## config.mk

```make
export PLATFORM = sky130hd
export DESIGN_NAME = led_pattern_gen
export DESIGN_NICKNAME = d
export VERILOG_FILES = /design/src/rtl/led_pattern_gen.sv
export SDC_FILE = /design/constraint.sdc
export NUM_CORES = 2
export LEC_CHECK = 0
export CAP_MARGIN = 15
export CORE_MARGIN = 5
export CORE_UTILIZATION = 42
export DETAILED_ROUTE_END_ITERATION = 7
export GPL_TIMING_DRIVEN = 0
export PLACE_DENSITY = 0.55
export SYNTH_ARGS = -nofsm -noshare
export SYNTH_HDL_FRONTEND = slang
export SYNTH_SLANG_ARGS = --single-unit
```

## constraint.sdc

```tcl
create_clock -name clk -period 4.4 [get_ports clk]
set_clock_uncertainty 0.05 [all_clocks]
set_input_delay 1.32 -clock clk [delete_from_list [all_inputs] [get_ports clk]]
set_output_delay 1.32 -clock clk [all_outputs]
set_load 0.1 [all_outputs]
```

## src/rtl/led_pattern_gen.sv

```systemverilog
// Multi-channel LED pattern generator: OFF / ON / BLINK / PWM / BREATHE per channel,
// all channels sharing one free-running PWM counter.
module led_pattern_gen #(
  parameter int NUM_CH      = 8,
  parameter int PWM_BITS    = 8,
  parameter int DIV_BITS    = 25,
  parameter int RESET_BLINK = 1,
  localparam int CH_W       = (NUM_CH > 1) ? $clog2(NUM_CH) : 1
) (
  input  logic                clk,
  input  logic                rst_,
  input  logic                cfg_we,
  input  logic [CH_W-1:0]     cfg_ch,
  input  logic [2:0]          cfg_mode,
  input  logic [PWM_BITS-1:0] cfg_duty,
  input  logic [DIV_BITS-1:0] cfg_half_period,
  output logic [NUM_CH-1:0]   led
);

  localparam logic [2:0] MODE_OFF     = 3'd0;
  localparam logic [2:0] MODE_ON      = 3'd1;
  localparam logic [2:0] MODE_BLINK   = 3'd2;
  localparam logic [2:0] MODE_PWM     = 3'd3;
  localparam logic [2:0] MODE_BREATHE = 3'd4;

  localparam logic [PWM_BITS-1:0] LEVEL_MAX = {PWM_BITS{1'b1}};
  localparam logic [DIV_BITS-1:0] BLINK_HP  = DIV_BITS'(1) << (DIV_BITS - 1);

  logic [PWM_BITS-1:0] pwm_cnt_r;
  logic [2:0]          mode_r        [NUM_CH];
  logic [PWM_BITS-1:0] duty_r        [NUM_CH];
  logic [DIV_BITS-1:0] half_period_r [NUM_CH];
  logic [DIV_BITS-1:0] div_cnt_r     [NUM_CH];
  logic [NUM_CH-1:0]   phase_r;
  logic [PWM_BITS-1:0] level_r       [NUM_CH];
  logic [NUM_CH-1:0]   dir_r;

  logic [NUM_CH-1:0]   wr_hit_s;
  logic [NUM_CH-1:0]   ticking_s;
  logic [NUM_CH-1:0]   step_s;
  logic [DIV_BITS-1:0] term_s        [NUM_CH];
  logic [DIV_BITS-1:0] div_nxt_s     [NUM_CH];
  logic [NUM_CH-1:0]   phase_nxt_s;
  logic [PWM_BITS-1:0] level_nxt_s   [NUM_CH];
  logic [NUM_CH-1:0]   dir_nxt_s;
  logic [NUM_CH-1:0]   led_nxt_s;

  // Per-channel pattern advance and LED decode from the current (pre-edge) state
  always_comb begin
    wr_hit_s    = {NUM_CH{1'b0}};
    ticking_s   = {NUM_CH{1'b0}};
    step_s      = {NUM_CH{1'b0}};
    phase_nxt_s = phase_r;
    dir_nxt_s   = dir_r;
    led_nxt_s   = {NUM_CH{1'b0}};
    for (int i = 0; i < NUM_CH; i++) begin
      wr_hit_s[i]  = cfg_we && (int'(cfg_ch) < NUM_CH) && (int'(cfg_ch) == i);
      ticking_s[i] = (mode_r[i] == MODE_BLINK) || (mode_r[i] == MODE_BREATHE);
      // half_period 0 and 1 both mean a step every cycle
      if (half_period_r[i] == {DIV_BITS{1'b0}}) begin
        term_s[i] = {DIV_BITS{1'b0}};
      end else begin
        term_s[i] = half_period_r[i] - DIV_BITS'(1);
      end
      step_s[i] = ticking_s[i] && (div_cnt_r[i] >= term_s[i]);

      if (!ticking_s[i]) begin
        div_nxt_s[i] = div_cnt_r[i];
      end else if (step_s[i]) begin
        div_nxt_s[i] = {DIV_BITS{1'b0}};
      end else begin
        div_nxt_s[i] = div_cnt_r[i] + DIV_BITS'(1);
      end

      if ((mode_r[i] == MODE_BLINK) && step_s[i]) begin
        phase_nxt_s[i] = ~phase_r[i];
      end else begin
        phase_nxt_s[i] = phase_r[i];
      end

      level_nxt_s[i] = level_r[i];
      if ((mode_r[i] == MODE_BREATHE) && step_s[i]) begin
        // Triangle ramp: reverse at the ends without overshooting
        if (dir_r[i]) begin
          if (level_r[i] == LEVEL_MAX) begin
            level_nxt_s[i] = LEVEL_MAX - PWM_BITS'(1);
            dir_nxt_s[i]   = 1'b0;
          end else begin
            level_nxt_s[i] = level_r[i] + PWM_BITS'(1);
            dir_nxt_s[i]   = 1'b1;
          end
        end else begin
          if (level_r[i] == {PWM_BITS{1'b0}}) begin
            level_nxt_s[i] = PWM_BITS'(1);
            dir_nxt_s[i]   = 1'b1;
          end else begin
            level_nxt_s[i] = level_r[i] - PWM_BITS'(1);
            dir_nxt_s[i]   = 1'b0;
          end
        end
      end else begin
        level_nxt_s[i] = level_r[i];
        dir_nxt_s[i]   = dir_r[i];
      end

      case (mode_r[i])
        MODE_OFF:     led_nxt_s[i] = 1'b0;
        MODE_ON:      led_nxt_s[i] = 1'b1;
        MODE_BLINK:   led_nxt_s[i] = phase_r[i];
        MODE_PWM:     led_nxt_s[i] = (pwm_cnt_r < duty_r[i]);
        MODE_BREATHE: led_nxt_s[i] = (pwm_cnt_r < level_r[i]);
        default:      led_nxt_s[i] = 1'b0;
      endcase
    end
  end

  // Channel state, shared PWM counter and registered LED outputs
  always_ff @(posedge clk or negedge rst_) begin
    if (!rst_) begin
      pwm_cnt_r <= {PWM_BITS{1'b0}};
      led       <= {NUM_CH{1'b0}};
      phase_r   <= {NUM_CH{1'b0}};
      dir_r     <= {NUM_CH{1'b1}};
      for (int i = 0; i < NUM_CH; i++) begin
        mode_r[i]        <= ((RESET_BLINK != 0) && (i == 0)) ? MODE_BLINK : MODE_OFF;
        half_period_r[i] <= ((RESET_BLINK != 0) && (i == 0)) ? BLINK_HP : {DIV_BITS{1'b0}};
        duty_r[i]        <= {PWM_BITS{1'b0}};
        div_cnt_r[i]     <= {DIV_BITS{1'b0}};
        level_r[i]       <= {PWM_BITS{1'b0}};
      end
    end else begin
      pwm_cnt_r <= pwm_cnt_r + PWM_BITS'(1);
      led       <= led_nxt_s;
      for (int i = 0; i < NUM_CH; i++) begin
        if (wr_hit_s[i]) begin
          mode_r[i]        <= cfg_mode;
          duty_r[i]        <= cfg_duty;
          half_period_r[i] <= cfg_half_period;
          div_cnt_r[i]     <= {DIV_BITS{1'b0}};
          phase_r[i]       <= 1'b0;
          level_r[i]       <= {PWM_BITS{1'b0}};
          dir_r[i]         <= 1'b1;
        end else begin
          div_cnt_r[i] <= div_nxt_s[i];
          phase_r[i]   <= phase_nxt_s[i];
          level_r[i]   <= level_nxt_s[i];
          dir_r[i]     <= dir_nxt_s[i];
        end
      end
    end
  end

endmodule

```

==> impl_metrics.json <==
{
  "status": "finished, violations left",
  "violations": "setup timing",
  "grt_remaining_overflow": 0,
  "grtUsageMet2": 0.384,
  "wl_per_cell_um": 19.1,
  "syn_to_final_growth_pct": 22.7,
  "cts_hold_buffers": 0,
  "setup.worst_path.start_class": "register",
  "min_path_type": "register to register",
  "p_leak_nw": 22.0,
  "grt_pass1_vias": 34358,
  "synth.distinct_cells": 83,
  "synth_common_cells": "nand2_1 (1191), dfrtp_1 (574), ha_1 (353)",
  "period_needed_ps": 4490,
  "final_area_sq_um": 48000,
  "drt-total-wl_um": 122000,
  "num_vias": 35760,
  "drc": 0,
  "rows": 112,
  "numCtsBuffers": 74,
  "finalSetupViolations": 31,
  "end_kind": "register",
  "die_w_um": 315,
  "path_delay_family": "simple AND/OR/NAND/NOR gates",
  "slowest_delay_ps": 510,
  "ant_nets": 0,
  "p_int_mw": 12.4,
  "peakVddDrop_v": 0.000440,
  "cts_buffer_depth": 3,
  "vias_per_cell": 5.60,
  "io_buffer_count": 11,
  "cts_tree": "yes",
  "chipHeight_um": 315,
  "dr.pass1.iters": 7,
  "slowest_stage": "or4_4",
  "insertion_delay_ps": 630,
  "synth_area_sq_um": 39100,
  "nNetsFinal": 5472,
  "switching_share": 0.352,
  "pwr-share-clk": 0.328,
  "drive_above_1_share": 0.159,
  "grt_setup_unrepaired": "true",
  "fin_setup_tns_ps": -1350,
  "yosysTopAreaCell": "dfrtp_1",
  "h-tree-depth": 3,
  "max_slew_margin": 0.192,
  "critPathBufInv": 5,
  "core_area_sq_um": 92900,
  "crit_type": "register to register",
  "final.period_utilization": 1.02,
  "grt_max_degree": 115,
  "synth_edf_count": 0,
  "cts.sinks": 584,
  "async_reset_ff_frac": 1.00,
  "yosysMostFrequentCell": "nand2_1",
  "p_seq_frac": 0.365,
  "ioPinCount": 50,
  "drv_cap": 0,
  "synth.area.top_cells": "dfrtp_1 (37%), nand2_1 (11%), ha_1 (11%), o21ai_0 (4.3%), nor2_1 (3.1%)",
  "p_per_area_nw_per_um2": 399,
  "grt_use_met3": 0.0319,
  "worst_pin_slew_ps": 1210,
  "die_area_sq_um": 99400,
  "synth_ff_type": "dfrtp_1",
  "synth-warning-count": 0,
  "fin_ws_ps": -93.0,
  "slew_violations": 0,
  "clock.fmax_mhz": 223,
  "busiest_layer": "met2",
  "yosysSeqAreaShare": 0.374,
  "final-hold-violation-count": 0,
  "crit_arrival_ps": 4980,
  "place_congestion": 0.875,
  "grt_pass1_wl_um": 192000,
  "combinationalPowerShare": 0.307,
  "synth_top_area_frac": 0.367,
  "synth_seq_cells": 584,
  "antenna_found_initial": 4,
  "synthCells": 4816,
  "p_switching_mw": 6.75,
  "synth_nets": 5211,
  "cp_cell_sequence": "buf_6, or4_4, or3_4, nor4_4, nand2_2, or3_1, xnor2_1, nand2_1, ha_1, nand4_1, nor3_2, o211ai_1, a31oi_4, buf_12, nor2_4, nor3_4, buf_6, buf_8, buf_6, nand2_2, o31ai_2",
  "clk_pin_slew_ps": 60,
  "placed_area_sq_um": 41000,
  "initial_core_util": 0.421,
  "grt_use_total": 0.239,
  "crit_top_cell": "buf_6",
  "dp_hpwl_um": 80700,
  "avgSynthCellArea_sq_um": 8.13,
  "crit_required_ps": 4890,
  "cts-root-buf": "clkbuf_16",
  "crit_fanout": 6,
  "grt.met1_usage": 0.341,
  "drt_iter0_markers": 2719
}
==> state kept, by name (all words and copies together) (netlist names) <==
name and flops:
div_cnt_r 200, half_period_r 200, duty_r 64, level_r 64
mode_r 24, dir_r 8, led 8, phase_r 8
pwm_cnt_r 8
==> metrics by stage <==
| step | utilization | setup WS [ps] | total power, mW | instances | hold slack (ps) |
|---|---|---|---|---|---|
| after floorplan | - | -27.4 | 10.2 | 4816 | 390 |
| after global placement | 0.440 | -26100 | 11.6 | 6081 | 418 |
| after detailed placement | 0.442 | -1050 | 11.6 | 6087 | 421 |
| after CTS | 0.494 | -183 | 18.7 | 6331 | 435 |
| after global routing | 0.517 | -258 | 20.3 | 6389 | 464 |
| final | 0.517 | -93.0 | 19.2 | 6390 | 434 |
==> cells in the final DEF (no fill, tap or decap), types with 16 or more instances in the layout <==
master	n
inv_1	180
nor2_2	16
o211ai_1	29
nor2b_1	27
nor4_1	42
clkbuf_1	129
or3_1	30
xor2_1	130
buf_4	151
and2_1	30
and3_1	45
ha_4	28
clkbuf_16	89
dfrtp_1	567
buf_6	45
nand4_1	79
a21oi_2	48
clkbuf_8	17
o31ai_1	41
a31oi_1	45
nand2_2	26
buf_8	24
or3_4	17
a21o_1	44
nand2_1	1153
o21ai_2	37
nand3_1	154
o21ai_1	50
nor2_4	23
a21oi_1	177
nor2_1	282
clkinv_2	19
nor3_1	89
nand2b_1	63
xnor2_1	85
o21a_1	22
o21ai_0	265
ha_1	323
a21boi_0	21
and4_1	25
==> cell families (layout without fill, tap and decap cells) <==
family	count (synthesis)	in the layout	share of synthesized area
AO/OA/AOI/OAI	986	986	0.156
XOR/XNOR	215	215	0.0481
adder cells (fa/ha/maj)	353	353	0.113
buffers and inverters	403	721	0.0430
flip-flops	584	584	0.374
multiplexers	14	14	0.00371
other	0	1	0
AND/OR/NAND/NOR	2261	2262	0.263
==> path summary, 6_finish.rpt <==
path	to	cells after the start	slack (ps)	startpoint
max reg2reg	level_r[25]	21	-90	half_period_r[76]
min in group asynchronous	div_cnt_r[120]	1	620	rst_
min reg2reg	duty_r[8]	2	430	duty_r[8]
max in group asynchronous	half_period_r[10]	4	1850	rst_
max	level_r[25]	21	-90	half_period_r[76]
min	duty_r[8]	2	430	duty_r[8]
==> cell type report <==
cell class                      count  area, sq um
Inverter                          185          703
Clock inverter                     27          300
Antenna cell                        1         2.50
Buffer                            206         1390
Timing Repair Buffer              195         2000
Tap cell                         1254         1570
Timing Repair inverter              1         5.00
Sequential cell                   584        14600
Clock buffer                      107         2170
Multi-Input combinational cell   3830        25300
Fill cell                        8753        44900
==> power groups by stage <==
stage          clock network (mW)  registers, mW  logic [mW]
4_1_cts                      6.43           6.97        5.28
6_report                     6.29           7.00        5.89
2_1_floorplan                   0           6.98        3.23
5_1_grt                      6.63           7.12        6.60
3_3_place_gp                    0           7.04        4.52
3_5_place_dp                    0           7.03        4.61
==> tightest hold or removal path, cell delays in order, from the launching register on <==
cell and delay, ps:
dfrtp_1 340, nand2_1 60, nand2_1 60
==> routing by layer <==
layer	vias up	share of wire	routed length (um)
met5	-	0.000098	12
met4	2	0.028	3370
met3	178	0.051	6240
met2	782	0.45	55300
met1	17415	0.47	57000
li1	17383	-	-
==> what timing repair did <==
item / in CTS / in global routing
pin swaps: 122 / 158
setup buffers: 102 / 62
cloned: 18 / 8
setup endpoints to repair: 279 / 271
resized for setup: 351 / 405
No activity file was read; power rests on OpenSTA's default activity.
